<file path="src/rtl/brownout_ctrl_if.sv">
// Comparator, hold-off and status signals between the brownout macro and its controller.
// The master side owns dcomp/hold_cnt; the controller (slave) returns enable and status.
`timescale 1ps/1ps
interface brownout_ctrl_if #(
  parameter int TMR_W = 8,
  parameter int CNT_W = 8
);
  logic             dcomp;
  logic [TMR_W-1:0] hold_cnt;
  logic             osc_ena;
  logic             brout_filt;
  logic             busy;
  logic [CNT_W-1:0] brout_cnt;

  modport master (
    output dcomp,
    output hold_cnt,
    input  osc_ena,
    input  brout_filt,
    input  busy,
    input  brout_cnt
  );

  modport slave (
    input  dcomp,
    input  hold_cnt,
    output osc_ena,
    output brout_filt,
    output busy,
    output brout_cnt
  );
endinterface

</file>
<file path="src/rtl/brownout_ctrl.sv">
// Brownout controller clocked by the on-demand RC oscillator: synchronises and filters the
// comparator, flags brownout with a programmable hold-off, then stops the oscillator when idle.
`timescale 1ps/1ps
module brownout_ctrl #(
  parameter int FILT_DEPTH = 4,   // legal range 2..15
  parameter int TMR_W      = 8,
  parameter int CNT_W      = 8
) (
  input  logic            osc_ck,
  input  logic            rst,
  input  logic            ena,
  brownout_ctrl_if.slave  bus
);

  localparam int                FCNT_W    = 4;
  localparam logic [FCNT_W-1:0] FILT_LAST = FCNT_W'(FILT_DEPTH - 1);

  typedef enum logic [1:0] {
    IDLE   = 2'd0,
    FILTER = 2'd1,
    TRIP   = 2'd2,
    HOLD   = 2'd3
  } state_t;

  state_t             state_reg, state_next;
  logic [FCNT_W-1:0]  fcnt_reg, fcnt_next;
  logic [TMR_W-1:0]   tmr_reg, tmr_next;
  logic [1:0]         sync_reg;
  logic               brout_filt_reg, brout_filt_next;
  logic               busy_reg, busy_next;
  logic [CNT_W-1:0]   cnt_reg;
  logic               trip_evt;
  logic               dcomp_s;
  logic               clr;

  // Dropping ena clears everything but the trip counter without needing a clock edge.
  assign clr     = rst | ~ena;
  assign dcomp_s = sync_reg[1];

  always_ff @(posedge osc_ck or posedge clr) begin
    if (clr) begin
      sync_reg <= 2'b00;
    end else begin
      sync_reg <= {sync_reg[0], bus.dcomp};
    end
  end

  always_ff @(posedge osc_ck or posedge clr) begin
    if (clr) begin
      state_reg      <= IDLE;
      fcnt_reg       <= '0;
      tmr_reg        <= '0;
      brout_filt_reg <= 1'b0;
      busy_reg       <= 1'b0;
    end else begin
      state_reg      <= state_next;
      fcnt_reg       <= fcnt_next;
      tmr_reg        <= tmr_next;
      brout_filt_reg <= brout_filt_next;
      busy_reg       <= busy_next;
    end
  end

  always_comb begin
    state_next = state_reg;
    fcnt_next  = fcnt_reg;
    tmr_next   = tmr_reg;
    trip_evt   = 1'b0;
    case (state_reg)
      IDLE: begin
        if (dcomp_s) begin
          state_next = FILTER;
          fcnt_next  = FCNT_W'(1);
        end
      end
      FILTER: begin
        if (!dcomp_s) begin
          state_next = IDLE;
          fcnt_next  = '0;
        end else if (fcnt_reg == FILT_LAST) begin
          state_next = TRIP;
          fcnt_next  = '0;
          trip_evt   = 1'b1;
        end else begin
          fcnt_next = fcnt_reg + FCNT_W'(1);
        end
      end
      TRIP: begin
        if (!dcomp_s) begin
          state_next = HOLD;
          tmr_next   = bus.hold_cnt;
        end
      end
      HOLD: begin
        // A renewed under-voltage wins over timer expiry and is not counted as a new trip.
        if (dcomp_s) begin
          state_next = TRIP;
        end else if (tmr_reg == '0) begin
          state_next = IDLE;
        end else begin
          tmr_next = tmr_reg - TMR_W'(1);
        end
      end
      default: begin
        state_next = IDLE;
      end
    endcase
    brout_filt_next = (state_next == TRIP) || (state_next == HOLD);
    busy_next       = (state_next != IDLE);
  end

  // Trip count survives ena toggling; only rst clears it.
  always_ff @(posedge osc_ck or posedge rst) begin
    if (rst) begin
      cnt_reg <= '0;
    end else if (trip_evt && (cnt_reg != {CNT_W{1'b1}})) begin
      cnt_reg <= cnt_reg + CNT_W'(1);
    end
  end

  // Raw dcomp starts the stopped oscillator; sync terms keep it running until flushed.
  assign bus.osc_ena    = ena & (bus.dcomp | sync_reg[0] | sync_reg[1] | (state_reg != IDLE));
  assign bus.brout_filt = brout_filt_reg;
  assign bus.busy       = busy_reg;
  assign bus.brout_cnt  = cnt_reg;

endmodule
</file>
<file path="src/flat_wrapper.sv">
// flat-port wrapper written by rule: the top's interface ports become plain ports
module brownout_ctrl_flat 
#(
  parameter int FILT_DEPTH = 4,                       
  parameter int TMR_W      = 8,
  parameter int CNT_W      = 8
)
  (osc_ck, rst, ena, bus_dcomp, bus_hold_cnt, bus_osc_ena, bus_brout_filt, bus_busy, bus_brout_cnt);
  brownout_ctrl_if #(.TMR_W(TMR_W), .CNT_W(CNT_W)) bus_i ();
  input  logic osc_ck;
  input  logic rst;
  input  logic ena;
  input wire logic [$bits(bus_i.dcomp)-1:0] bus_dcomp;
  input wire logic [$bits(bus_i.hold_cnt)-1:0] bus_hold_cnt;
  output wire logic [$bits(bus_i.osc_ena)-1:0] bus_osc_ena;
  output wire logic [$bits(bus_i.brout_filt)-1:0] bus_brout_filt;
  output wire logic [$bits(bus_i.busy)-1:0] bus_busy;
  output wire logic [$bits(bus_i.brout_cnt)-1:0] bus_brout_cnt;
  assign bus_i.dcomp = bus_dcomp;
  assign bus_i.hold_cnt = bus_hold_cnt;
  assign bus_osc_ena = bus_i.osc_ena;
  assign bus_brout_filt = bus_i.brout_filt;
  assign bus_busy = bus_i.busy;
  assign bus_brout_cnt = bus_i.brout_cnt;
  brownout_ctrl #(.FILT_DEPTH(FILT_DEPTH), .TMR_W(TMR_W), .CNT_W(CNT_W)) u_core (.osc_ck(osc_ck), .rst(rst), .ena(ena), .bus(bus_i));
endmodule
</file>
<file path="config.mk">
export PLATFORM = sky130hd
export DESIGN_NAME = brownout_ctrl_flat
export DESIGN_NICKNAME = d
export VERILOG_FILES = /design/src/rtl/brownout_ctrl_if.sv /design/src/rtl/brownout_ctrl.sv /design/src/flat_wrapper.sv
export SDC_FILE = /design/constraint.sdc
export NUM_CORES = 1
export LEC_CHECK = 0
export ABC_CLOCK_PERIOD_IN_PS = 3600
export BUFFER_PORTS_ARGS = -buffer_cell sky130_fd_sc_hd__buf_2
export CORE_MARGIN = 3
export CORE_UTILIZATION = 40
export CTS_CLUSTER_SIZE = 30
export DETAILED_ROUTE_END_ITERATION = 10
export GPL_TIMING_DRIVEN = 0
export PLACE_DENSITY = 0.69
export SLEW_MARGIN = 20
export SYNTH_ARGS = -nofsm -noshare
export SYNTH_HDL_FRONTEND = slang
export SYNTH_SLANG_ARGS = --single-unit
</file>
<file path="constraint.sdc">
create_clock -name osc_ck -period 3.6 [get_ports osc_ck]
set_input_delay 0.72 -clock osc_ck [delete_from_list [all_inputs] [get_ports osc_ck]]
set_output_delay 0.72 -clock osc_ck [all_outputs]
set_load 0.005 [all_outputs]
</file>
==> results of run 1 <==
[worst min-delay path by stage]
| stage | start | to | slack, ns |
|---|---|---|---|
| finish | rst | u_core.bus.brout_cnt[6] | 0.31 |
| global route | rst | u_core.bus.brout_cnt[0] | 0.32 |
| CTS | rst | u_core.bus.brout_cnt[6] | 0.32 |
| detailed placement | u_core.sync_reg[0] | u_core.sync_reg[1] | 0.37 |
| global placement | u_core.sync_reg[0] | u_core.sync_reg[1] | 0.36 |
| floorplan | u_core.sync_reg[0] | u_core.sync_reg[1] | 0.35 |
[critical path, cell delays in order (launching register included)]
cell and delay (ns):
dfrtp_1 0.42, buf_2 0.18, nor3_1 0.22, a21boi_1 0.11, buf_2 0.15
[through the flow]
stage	instance area [µm²]	util
2_1_floorplan	1350	-
3_3_place_gp	1510	0.483
3_5_place_dp	1530	0.488
4_1_cts	1580	0.504
5_1_grt	1580	0.504
6_report	1580	0.504
[layout make-up]
class | count | share of cell area
Inverter | 8 | 0.0190
Clock inverter | 1 | 0.0190
Timing Repair Buffer | 23 | 0.0769
Clock buffer | 3 | 0.0143
Sequential cell | 26 | 0.412
Tap cell | 44 | 0.0349
Buffer | 4 | 0.0135
Multi-Input combinational cell | 102 | 0.410
[layer usage]
layer	part of all wire	up-vias	track usage
li1	-	550	-
met1	0.45	532	0.169
met2	0.49	32	0.253
met3	0.038	7	0.0299
met4	0.021	0	0.0782
met5	0	-	0
[cell usage after synthesis]
cell type  instances  area [µm²]
dfrtp_1           26         651
nand2_1           12        45.0
o21ai_1           12        60.1
a21oi_1           11        55.1
inv_1              8        30.0
nor2_1             8        30.0
nor3_1             7        35.0
xnor2_1            6        52.6
nand3_1            4        20.0
o21ai_0            4        20.0
or3_1              4        25.0
a21boi_1           3        22.5
ha_1               3        37.5
nand2b_1           3        18.8
nand4_1            3        18.8
nor2b_1            3        18.8
buf_2              2        10.0
nor4_1             2        12.5
o21a_1             2        15.0
o31ai_1            2        15.0
xor2_1             2        17.5
a21bo_1            1        10.0
a21o_1             1        7.51
a41o_2             1        11.3
and2_1             1        6.26
and3b_1            1        8.76
buf_4              1        7.51
clkbuf_1           1        3.75
nor3b_4            1        18.8
nor4_2             1        12.5
nor4b_1            1        8.76
o211a_1            1        10.0
o211ai_4           1        21.3
o32a_1             1        10.0
[kinds of logic after synthesis]
kind of cell / Yosys count / synth area share
xor+xnor: 8 / 0.0520
simple gates: 51 / 0.207
fa+ha+maj: 3 / 0.0279
compound gates: 40 / 0.191
buf+inv: 12 / 0.0381
flops: 26 / 0.483
[power by group]
| group | switching [µW] | internal (µW) |
|---|---|---|
| clock network | 90.5 | 113 |
| logic | 163 | 132 |
| registers | 81.9 | 371 |
| total | 336 | 615 |
==> flow_summary.json, run 1 <==
{
  "worstSetupStartpoint": "u_core.state_reg[1]",
  "clock_path_buffers": 2,
  "hold_ws_ns": 0.309,
  "drv_slew": 0,
  "syn_nets": 155,
  "placedCellCount": 207,
  "port_buffers": 22,
  "worstSetupEndpoint": "bus_osc_ena",
  "total_power_uw": 951,
  "power_leakage_uw": 0.000744,
  "finalNonFillerCells": 211,
  "crit_arrival_ns": 1.43,
  "ir_drop_v": 0.000296,
  "drt-pass1-iter-count": 4,
  "post_synth_num_cell_types": 34,
  "ys_seq_elements": 26,
  "grt_max_degree": 16,
  "seq_area_frac_synth": 0.483,
  "mostFrequentLayoutCell": "dfrtp_1",
  "skew_ns": 0.00781,
  "antenna_found_initial": 0,
  "core-area_mm2": 0.00313,
  "cts.repair.resized": 0,
  "period_minus_slack_ns": 2.15,
  "drv_cap": 0,
  "worstReg2RegStart": "u_core.tmr_reg[0]",
  "diodes": 0,
  "wl_per_cell_um": 12.9,
  "die_height_um": 64.0,
  "gr-total-overflow": 0,
  "path_class": "reg2out",
  "syn_inst": 140,
  "drc": 0,
  "max_freq_mhz": 466,
  "cts_sinks": 26,
  "preCtsSetupSlack_ns": 1.68,
  "grt_pass1_wl_um": 4730,
  "final_antenna_net_count": 0,
  "nFillCells": 291,
  "rsz0062_at_grt": "false",
  "cp_max_fo": 10,
  "worstPathRequired_ns": 2.88,
  "yosys_warnings": 0,
  "powerDensity_mw_per_mm2": 603,
  "area_growth_pct": 17.2,
  "grt.total_usage": 0.147,
  "hold_viol": 0,
  "finalSetupViolCount": 0,
  "hold_buffers": 0,
  "rr_worst_depth": 7,
  "clkTransAtPathRegs_ns": 0.15,
  "io_pins": 23,
  "die_area_mm2": 0.00410,
  "htreeDepth": 1,
  "nets": 183,
  "r2r-end": "u_core.tmr_reg[2]",
  "outcome": "finished, final reports clean",
  "place.gp.congestion": 0.777,
  "clk_latency_ns": 0.33,
  "drive_gt1_frac": 0.210,
  "rrSetupSlack_ns": 1.90,
  "drt-initial-drc-count": 34,
  "maxSlewHeadroom": 0.650,
  "final_min_period_over_clock_period": 0.596,
  "layout.area.seq_um2": 651,
  "layout_common_cells": "dfrtp_1 (26), buf_2 (24), nand2_1 (12), o21ai_1 (12), a21oi_1 (11)",
  "vias": 1121,
  "tritoncts": "done",
  "floorplan.initialDensity": 0.430,
  "dp_hpwl_um": 2030,
  "wl_um": 2730,
  "multi_input_area_um2": 647,
  "crit_path_end_kind": "output pin",
  "post-cts-setup-buffer-count": 0,
  "die_w_um": 64.0,
  "netlist_area_mm2": 0.00135,
  "rows": 20,
  "tightest_slew_ns": 0.523,
  "layout_setup_ws_ns": 1.45,
  "setup_tns_ns": 0,
  "startpoint_type": "register",
  "hp-class": "in2async",
  "cts_root_buf": "clkbuf_4",
  "vias_per_cell": 5.31,
  "avgSynthCellArea_um2": 9.62,
  "grt_pass1_vias": 1118,
  "cts_buffers": 3
}
(Power assumes the default switching activity.)
==> run 2: changes to the inputs <==
- ABC_CLOCK_PERIOD_IN_PS: 3600 -> 1700
- PLACE_DENSITY: 0.69 -> 0.71
- clock period: 3.6 -> 1.7 ns (I/O delays scaled with it)
==> run 2 against run 1 <==
  * Global-route usage is 0.48 points higher
  * Design area is 2.7% higher
  * Die area stayed put
  * Total power is 100% higher
  * Critical path depth is 2 higher
  * Critical endpoint is now u_core.tmr_reg[7]
  * Highest routed layer unchanged
==> flow_summary.json, run 2 (synthesized netlist as in run 1, its figures left out) <==
{
  "vias_per_cell": 5.23,
  "period_minus_slack_ns": 1.61,
  "antenna_found_initial": 0,
  "die_w_um": 64.0,
  "drv_slew": 0,
  "core-area_mm2": 0.00313,
  "cts_sinks": 26,
  "finalNonFillerCells": 217,
  "drt-initial-drc-count": 14,
  "p_sw_uw": 709,
  "finalSetupViolCount": 0,
  "crit_buf_inv": 2,
  "preCtsSetupSlack_ns": 0.0202,
  "p_comb_frac": 0.363,
  "die_height_um": 64.0,
  "cp_slowest_stage_delay_ns": 0.39,
  "place.gp.congestion": 0.768,
  "layout_setup_ws_ns": 0.0868,
  "tightest_slew_ns": 0.377,
  "grt.total_usage": 0.152,
  "outcome": "finished, final reports clean",
  "max_freq_mhz": 620,
  "internal_power_uw": 1210,
  "htreeDepth": 1,
  "path_class": "reg2reg",
  "hold_ws_ns": 0.0743,
  "hp-class": "in2async",
  "switching_share": 0.369,
  "crit_family": "compound AO/OA/AOI/OAI gates",
  "dp_hpwl_um": 2020,
  "placedCellCount": 207,
  "cts_root_buf": "clkbuf_4",
  "gr-total-overflow": 0,
  "drc": 0,
  "die_area_mm2": 0.00410,
  "diodes": 0,
  "fin_util": 0.518,
  "rows": 20,
  "grt_max_degree": 16,
  "crit_path_end_kind": "register",
  "final_antenna_net_count": 0,
  "cp_max_fo": 10,
  "seqPwrFrac": 0.498,
  "cts_buffers": 3,
  "floorplan.initialDensity": 0.430,
  "nets": 190,
  "wl_per_cell_um": 12.7,
  "drv_cap": 0,
  "p_clk_frac": 0.139,
  "maxSlewHeadroom": 0.746,
  "crit_chain": "inv_1 -> ha_1 -> nor2b_1 -> a41o_2 -> buf_4 -> o31ai_1",
  "io_pins": 23,
  "grt_pass1_vias": 1132,
  "startpoint_type": "register",
  "port_buffers": 22,
  "powerDensity_mw_per_mm2": 1180,
  "worstPathRequired_ns": 1.93,
  "mostFrequentLayoutCell": "dfrtp_1",
  "wl_um": 2760,
  "layout_common_cells": "dfrtp_1 (26), buf_2 (23), nand2_1 (12), o21ai_1 (12), a21oi_1 (11)",
  "power_leakage_uw": 0.000770,
  "clk_latency_ns": 0.32,
  "area_growth_pct": 20.4,
  "vias": 1135,
  "crit_slowest_cell": "dfrtp_1",
  "clock_path_buffers": 2,
  "hold_viol": 0,
  "grt_pass1_wl_um": 4980,
  "final_min_period_over_clock_period": 0.949,
  "drive_gt1_frac": 0.243,
  "tritoncts": "done",
  "drt-pass1-iter-count": 4,
  "ir_drop_v": 0.000535,
  "crit_arrival_ns": 1.85,
  "clkTransAtPathRegs_ns": 0.14,
  "skew_ns": 0.00749
}
[run 2: final cells by class]
cell class                      count  area, µm²
Multi-Input combinational cell    102        654
Buffer                              4       28.8
Inverter                            8       30.0
Timing Repair Buffer               30        179
Tap cell                           44       55.1
Sequential cell                    26        651
Clock buffer                        3       22.5
Fill cell                         305       1510
[run 2: path summary, 6_finish.rpt]
check                                   startpoint                  to  slack, ns  cells past startpoint
worst max-delay path             u_core.tmr_reg[0]   u_core.tmr_reg[7]       0.09                      6
worst min register to register  u_core.sync_reg[0]  u_core.sync_reg[1]       0.42                      0
worst max register to register   u_core.tmr_reg[0]   u_core.tmr_reg[7]       0.09                      6
worst min-delay path                           ena  u_core.fcnt_reg[0]       0.07                      3
min in group osc_ck                      bus_dcomp  u_core.sync_reg[0]       0.15                      1
max in group asynchronous                      rst  u_core.fcnt_reg[3]       0.49                      4
[run 2: what timing repair did]
| item | 4_1_cts | 5_1_grt |
|---|---|---|
| gates cloned | 0 | 0 |
| resized for setup | 1 | 6 |
| pin swaps | 0 | 1 |
| hold buffers | 2 | 0 |
| setup endpoints to repair | 1 | 13 |
| setup buffers | 0 | 5 |
| hold endpoints to repair | 11 | 0 |
[run 2: stage by stage]
stage / instance area [µm²] / TNS [ns] / total power, µW
6_report: 1620 / 0 / 1920
5_1_grt: 1620 / -0.00559 / 2080
4_1_cts: 1570 / 0 / 1850
3_5_place_dp: 1530 / 0 / 1580
3_3_place_gp: 1510 / -2.82 / 1540
2_1_floorplan: 1350 / 0 / 1390
[run 2: worst min-delay path, stage by stage]
cell,delay [ns]
buf_2,0.08
nor2b_2,0.15
buf_6,0.19
[run 2: per-layer routing]
metal / vias up / GRT usage / wire, µm
met5: - / 0 / 0
met4: 0 / 0.0566 / 49
met3: 5 / 0.0176 / 79
met2: 18 / 0.263 / 1340
met1: 548 / 0.192 / 1290
li1: 564 / - / -
[run 2: power groups by stage]
| stage | clock (µW) | sequential (µW) | combinational [µW] |
|---|---|---|---|
| finish | 266 | 956 | 697 |
| global route | 301 | 985 | 798 |
| CTS | 278 | 959 | 611 |
| detailed placement | 0 | 973 | 604 |
| global placement | 0 | 960 | 580 |
| floorplan | 0 | 939 | 455 |
==> run 3: changes to the inputs <==
==> constraint.sdc (replaced) <==
create_clock -name osc_ck -period 1.7 [get_ports osc_ck]
set_input_delay 0.085 -clock osc_ck [delete_from_list [all_inputs] [get_ports osc_ck]]
set_output_delay 0.085 -clock osc_ck [all_outputs]
set_load 0.005 [all_outputs]
==> run 3 against run 2 <==
  * Die area unchanged
  * Sequential cell count stayed put
  * Fmax rose by 0.35%
  * Non-clock buffer count is the same
  * Sequential power about the same
  * Clock skew increased by 0.0010 ns
  * Via count shrank 0.35%
  * Highest routed layer unchanged
==> flow_summary.json, run 3 (synthesized netlist as in run 1, its figures left out) <==
{
  "vias_per_cell": 5.21,
  "cts_sinks": 26,
  "drv_cap": 0,
  "nets": 190,
  "cts_root_buf": "clkbuf_4",
  "r2r-end": "u_core.tmr_reg[7]",
  "finalNonFillerCells": 217,
  "worstSetupEndpoint": "u_core.tmr_reg[7]",
  "min_path_cells": 3,
  "hold_ws_ns": 0.0286,
  "antenna_found_initial": 0,
  "clk_latency_ns": 0.32,
  "area_growth_pct": 19.5,
  "nFillCells": 310,
  "die_area_mm2": 0.00410,
  "rr_worst_depth": 6,
  "crit_path_end_kind": "register",
  "floorplan.initialDensity": 0.430,
  "grt_pass1_wl_um": 4970,
  "port_buffers": 22,
  "clock_path_buffers": 2,
  "maxSlewHeadroom": 0.745,
  "worstReg2RegStart": "u_core.tmr_reg[0]",
  "dpl_cell_area_mm2": 0.00153,
  "mostFrequentLayoutCell": "dfrtp_1",
  "switching_share": 0.369,
  "layout.area.seq_um2": 651,
  "final_min_period_over_clock_period": 0.946,
  "grt.total_usage": 0.151,
  "finalSetupViolCount": 0,
  "skew_ns": 0.00851,
  "drive_gt1_frac": 0.225,
  "htreeDepth": 1,
  "gr-total-overflow": 0,
  "final_cell_area_mm2": 0.00161,
  "internal_power_uw": 1200,
  "grt_pass1_vias": 1137,
  "core-area_mm2": 0.00313,
  "layout_setup_ws_ns": 0.0924,
  "wl_um": 2710,
  "ir_drop_v": 0.000535,
  "preCtsSetupSlack_ns": 0.0202,
  "max_freq_mhz": 622,
  "vias": 1131,
  "rrSetupSlack_ns": 0.09,
  "diodes": 0,
  "grt_max_degree": 16,
  "hp-class": "in2reg",
  "crit_arrival_ns": 1.84,
  "worstPathRequired_ns": 1.93,
  "dp_hpwl_um": 2020,
  "place.gp.congestion": 0.768,
  "startpoint_type": "register",
  "final_antenna_net_count": 0,
  "hold_viol": 0,
  "p_comb_frac": 0.359,
  "multi_input_area_um2": 647,
  "drv_slew": 0,
  "total_power_uw": 1900,
  "rows": 20,
  "drt-initial-drc-count": 23,
  "path_class": "reg2reg",
  "p_sw_uw": 701,
  "tritoncts": "done",
  "p_clk_frac": 0.140,
  "layout_common_cells": "dfrtp_1 (26), buf_2 (24), nand2_1 (12), o21ai_1 (12), a21oi_1 (11)",
  "drc": 0,
  "die_height_um": 64.0,
  "cp_max_fo": 10,
  "power_leakage_uw": 0.000766,
  "powerDensity_mw_per_mm2": 1180,
  "placedCellCount": 207,
  "cts_buffers": 3,
  "wl_per_cell_um": 12.5,
  "drt-pass1-iter-count": 4,
  "period_minus_slack_ns": 1.61,
  "outcome": "finished, final reports clean",
  "io_pins": 23,
  "clkTransAtPathRegs_ns": 0.13,
  "seqPwrFrac": 0.502,
  "tightest_slew_ns": 0.379,
  "die_w_um": 64.0,
  "worstSetupStartpoint": "u_core.tmr_reg[0]"
}
run 3: cell count changes in the layout (fill, tap and decap cells not counted):
cell	change
dlygate4sd3_1	+1
nor2_1	+1
buf_6	-1
nor2_2	-1
nor3_2	-1
nor3_1	+1
buf_2	+1
buf_4	-1
run 3: area by class of cell:
class                   instances  share of cell area
flip-flops and latches         26               0.404
clock buffers                   3              0.0140
well taps                      44              0.0342
repair buffers                 30               0.113
inverters                       8              0.0187
plain buffers                   4              0.0140
multi-input cells             102               0.402
run 3: power by group through the flow:
stage          sequential, µW  combinational, µW  clock (µW)
2_1_floorplan             939                455           0
3_3_place_gp              960                580           0
3_5_place_dp              973                604           0
4_1_cts                   959                611         278
5_1_grt                   985                782         301
6_report                  954                682         265
run 3: metal layers:
layer / share of wire / wire [µm] / GRT usage / vias up
li1: - / - / - / 562
met1: 0.46 / 1260 / 0.189 / 546
met2: 0.48 / 1310 / 0.265 / 18
met3: 0.035 / 94 / 0.0176 / 5
met4: 0.018 / 49 / 0.0566 / 0
met5: 0 / 0 / 0 / -
run 3: how the worst min path moves through the flow:
| stage | start | endpoint |
|---|---|---|
| after floorplan | rst | u_core.bus.brout_cnt[0] |
| after global placement | rst | u_core.bus.brout_cnt[7] |
| after detailed placement | ena | u_core.fcnt_reg[1] |
| after CTS | bus_hold_cnt[6] | u_core.tmr_reg[6] |
| after global routing | bus_hold_cnt[3] | u_core.tmr_reg[3] |
| final | bus_hold_cnt[6] | u_core.tmr_reg[6] |
run 3: what timing repair did:
action | CTS | global route
setup buffers | 0 | 4
endpoints found under the setup margin | 0 | 12
hold endpoints to repair | 27 | 0
gates resized for setup | 0 | 2
hold buffers | 3 | 0
run 3: stage by stage:
stage,TNS [ns],utilization
floorplan,0,-
global placement,0,0.483
detailed placement,0,0.488
CTS,0,0.504
global route,-0.00559,0.514
finish,0,0.514
run 3: critical path, stage by stage, from the launching register on:
cell and delay, ns:
dfrtp_1 0.39, inv_1 0.06, ha_1 0.22, nor2b_1 0.14
a41o_2 0.27, buf_4 0.18, o31ai_1 0.25
